File: src/rtl/updown_step_controller.sv
// updown_step_controller: accepts up/down step commands and strobes a counter one step per clock
module updown_step_controller #(
    parameter int WIDTH   = 2,
    parameter int STEPS_W = 4
) (
    input  logic               clock,
    input  logic               reset,
    input  logic               cmd_valid,
    output logic               cmd_ready,
    input  logic               cmd_up,
    input  logic [STEPS_W-1:0] cmd_steps,
    input  logic               pause,
    input  logic               abort,
    output logic               cnt_en,
    output logic               cnt_up,
    output logic [WIDTH-1:0]   pos,
    output logic [STEPS_W-1:0] remaining,
    output logic               wrap,
    output logic               done,
    output logic               aborted
);
    typedef enum logic [1:0] {IDLE, RUN, DONE} state_t;
    state_t state, state_nx;
    logic   dir;
    logic   fire;

    // state register
    always_ff @(posedge clock) begin
        if (reset) state <= IDLE;
        else       state <= state_nx;
    end

    // next state: a zero-length command goes straight to DONE, abort ends RUN without a step
    always_comb begin
        state_nx = (state == IDLE) ? (fire ? ((cmd_steps != '0) ? RUN : DONE) : IDLE)
                 : (state == RUN)  ? ((abort || (cnt_en && remaining == STEPS_W'(1))) ? DONE : RUN)
                 : IDLE;
    end

    // outputs decoded from state; stepping and acceptance are blocked while reset is high
    always_comb begin
        cmd_ready = !reset && state == IDLE;
        cnt_en    = !reset && state == RUN && !pause && !abort;
        fire      = cmd_valid && cmd_ready;
        cnt_up    = dir;
        done      = state == DONE;
    end

    // command latch, position mirror, wrap pulse and abort flag (abort always lands in DONE next)
    always_ff @(posedge clock) begin
        if (reset) begin
            pos       <= '0;
            remaining <= '0;
            dir       <= 1'b0;
            wrap      <= 1'b0;
            aborted   <= 1'b0;
        end else begin
            wrap    <= cnt_en && (dir ? pos == {WIDTH{1'b1}} : pos == '0);
            aborted <= state == RUN && abort;
            if (fire) begin
                dir       <= cmd_up;
                remaining <= cmd_steps;
            end
            if (cnt_en) begin
                pos       <= dir ? pos + WIDTH'(1) : pos - WIDTH'(1);
                remaining <= remaining - STEPS_W'(1);
            end
        end
    end
endmodule

File: config.mk
export PLATFORM = sky130hd
export DESIGN_NAME = updown_step_controller
export DESIGN_NICKNAME = d
export VERILOG_FILES = /design/src/rtl/updown_step_controller.sv
export SDC_FILE = /design/constraint.sdc
export NUM_CORES = 1
export LEC_CHECK = 0
export ABC_AREA = 0
export CORE_UTILIZATION = 45
export CTS_CLUSTER_DIAMETER = 50
export CTS_CLUSTER_SIZE = 40
export DETAILED_ROUTE_END_ITERATION = 16
export PLACE_DENSITY = 0.81
export SLEW_MARGIN = 20
export SYNTH_ARGS = -nofsm -noshare
export SYNTH_HDL_FRONTEND = slang
export SYNTH_SLANG_ARGS = --single-unit
File: constraint.sdc
create_clock -name clock -period 4.6 [get_ports clock]
set_input_delay 0.69 -clock clock [delete_from_list [all_inputs] [get_ports clock]]
set_output_delay 0.69 -clock clock [all_outputs]
set_load 0.1 [all_outputs]
==> results.txt <==
outcome - finished, final reports clean
drt first pass iters - 4
Detailed Route WL - 1455 um
drt initial violations - 14
clock tree from TritonCTS - done
worst-path maximum fanout - 15
HPWL Detailed - 1032 um
starting density of the core - 51.28%
final hold viol count - 0
Core ar. - 1171 sq um
max_slew headroom - 34.86%
area grow syn2layout - 40.62%
first-pass GRT wire length - 2228 um
RD Place Congestion - 0.8189
register area share after synthesis - 36.67%
WL/cell - 13.99 um
setup ws final - 1.200 ns
WP data required - 3.91 ns
cell chosen for the clock root - clkbuf_4
die width - 38.53 um
die footprint - 1485 sq um
antenna-violating nets left - 0
Remaining Overflow, GRT - 0
DR vias - 611
fmax - 0.2941 GHz
setup tns final - 0 ns
Syn Area/Cell - 8.832 sq um
dpl ws - 1.270 ns
Final nets - 103
largest family of logic cells by synthesized area - simple AND/OR/NAND/NOR gates
Compound-Gate Fraction of Synth Area - 23.12%
Clk Latency, worst-skew pair - 0.27 ns
number of synthesis warnings - 0
Clock power frac - 27.2%
CTS Hold Buffers Added - 0
Net Sw Frac - 36.65%
maxcap violations - 0
sequential share of power - 42.6%
share of the synthesized area in the top cell type - 36.67%
post-synthesis xor/xnor area fraction - 2.917%
# resized after CTS - 0
Net Count, Synth - 80
Mapped Cells - 68
CTS sink count - 11
share of cells above drive strength 1 - 13.33%
part of the power in combinational logic - 30.2%
Pins Over Slew Limit - 0
Startpoint Class - primary input
clock skew - 0.006484 ns
Hold Crit Class - register to register
post-synthesis cell type count - 32
hold slack final - 0.5042 ns
unrepaired setup endpoints after global routing - no
Ports - 22
Post-Synth Adder-Cell Area - 4.167%
CTS Buffer Depth - 2
critical path endpoint category - output pin
multiplexer share of the synthesized area - 0%
Post-Place Cells - 100
Post CTS Setup Buffer Count - 0
Finished Layout Cells - 104
P_int - 155.5 uW
Port Buf Inserts - 21
drc violations - 0
initial antenna violation count - 0
leading area contributor after synthesis - dfxtp_1
main area contributors after synthesis - dfxtp_1 37%, nand2_1 4.4%, a21oi_1 4.2%, ha_1 4.2%, or3_1 3.1%
placed cell areas - 810.8 sq um
#FFs+latches synth - 11
Filler Cells Inserted - 102
Crit-path slowest cell - clkdlybuf4s50_1
Data arrival, critical path - 2.71 ns
Final min period - 3.400 ns
Via density - 5.875
post-synthesis simple-gate area fraction - 28.54%
Worst Tran Pin Value - 0.9740 ns
Rows - 12
power density over cell area - 290.6 nW/um^2
die span in y - 38.53 um
critical path, cell by cell - clkdlybuf4s50_1, nor4b_2, nand2_1, inv_1, buf_4
VDD IR max - 0.1983 mV
post-route clock period utilization - 73.91%
diode count - 0
pin count of the biggest net entering global routing - 16
post-route cell area - 844.6 sq um
P_sw - 89.96 uW
clk slew on worst S/H paths - 0.08 ns
Pleak - 0.0003015 uW
cts bufs inserted - 3
vias in the first global route - 502
CTS H-tree depth - 1
Post-Syn Area - 600.6 sq um
Final setup viols - 0
CP max stage delay - 0.69 ns
total track usage - 22.29%
WS Path Type - primary input to output pin
sequential cells by signal, indices dropped and copies added, names as in the netlist:
| signal | flops |
|---|---|
| wrap | 1 |
| state | 2 |
| remaining | 4 |
| aborted | 1 |
| cnt_up | 1 |
| pos | 2 |
cell usage in the layout (no fill, tap or decap), types with 2 or more instances in the layout:
cell / count
a21oi_1: 5
a31oi_1: 2
buf_4: 2
clkbuf_4: 3
clkdlybuf4s50_1: 19
dfxtp_1: 11
ha_1: 2
inv_1: 4
nand2_1: 7
nor2_1: 2
nor2b_1: 2
nor3_1: 2
nor4b_2: 2
o211ai_1: 2
o21ai_0: 3
or3_1: 3
xnor2_1: 2
final timing paths:
| check | startpoint | slack, ns | cells past startpoint | to |
|---|---|---|---|---|
| worst max-delay path | reset | 1.20 | 5 | cnt_en |
| worst min-delay path | remaining[1]$_SDFFE_PP0P_ | 0.50 | 2 | remaining[1]$_SDFFE_PP0P_ |
| worst max register to register | state[1]$_SDFF_PP0_ | 2.81 | 3 | remaining[3]$_SDFFE_PP0P_ |
| worst min register to register | remaining[1]$_SDFFE_PP0P_ | 0.50 | 2 | remaining[1]$_SDFFE_PP0P_ |
routing by layer:
layer	up-vias	share of wire, %	global-route usage (%)
li1	304	-	-
met1	273	50	32.27
met2	29	42	29.58
met3	5	5.6	3.488
met4	0	2.3	14.66
met5	-	0	0
synth_stat cells:
master    number
or3_1          3
o21ai_0        3
inv_1          4
nor4b_1        2
dfxtp_1       11
nand3_1        1
buf_2          1
a41oi_2        1
a31o_2         1
nand2_1        7
a211o_1        1
a31oi_1        2
or4_4          1
xnor2_1        2
nor3_1         2
o211ai_1       2
or4b_1         1
nand4_1        1
a32o_1         1
o32ai_1        1
or4b_2         1
nor2_1         2
a32oi_1        1
or4_1          1
a21oi_1        5
nor4b_2        1
a311o_1        1
ha_1           2
nor3b_1        1
nand2b_1       1
nor2b_1        2
clkbuf_1       2
worst max-delay path, delay by kind of cell:
family        cells  cell delay, ns
buf+inv           3            1.08
simple gates      2            0.94
logic make-up after synthesis:
group,count (synthesis)
AND/OR/NAND/NOR,27
AO/OA/AOI/OAI,19
flip-flops,11
buffers and inverters,7
XOR/XNOR,2
adder cells (fa/ha/maj),2
metrics by stage:
step                utilization, %  total power [uW]
floorplan                        -             158.0
global placement             69.23             179.4
detailed placement           69.23             179.7
CTS                          71.58             245.9
global route                 72.12             254.0
finish                       72.12             245.5
power groups by stage:
stage | Sequential, uW | Clock (uW) | Combinational, uW
after floorplan | 130 | 0 | 28.1
after global placement | 107 | 0 | 72.8
after detailed placement | 107 | 0 | 73.0
after CTS | 104 | 68.0 | 73.5
after global routing | 105 | 71.2 | 77.3
final | 105 | 66.7 | 74.1
area by class of cell:
class                      instances  area (sq um)  share of cell area, %
timing repair buffer              21         205.2                  24.30
inverter                           4         15.01                  1.778
tap                               14         17.52                  2.074
multi-input combinational         50         359.1                  42.52
clock buffer                       3         22.52                  2.667
clock inverter                     1         5.005                 0.5926
sequential                        11         220.2                  26.07
No activity file was read; power rests on OpenSTA's default activity.
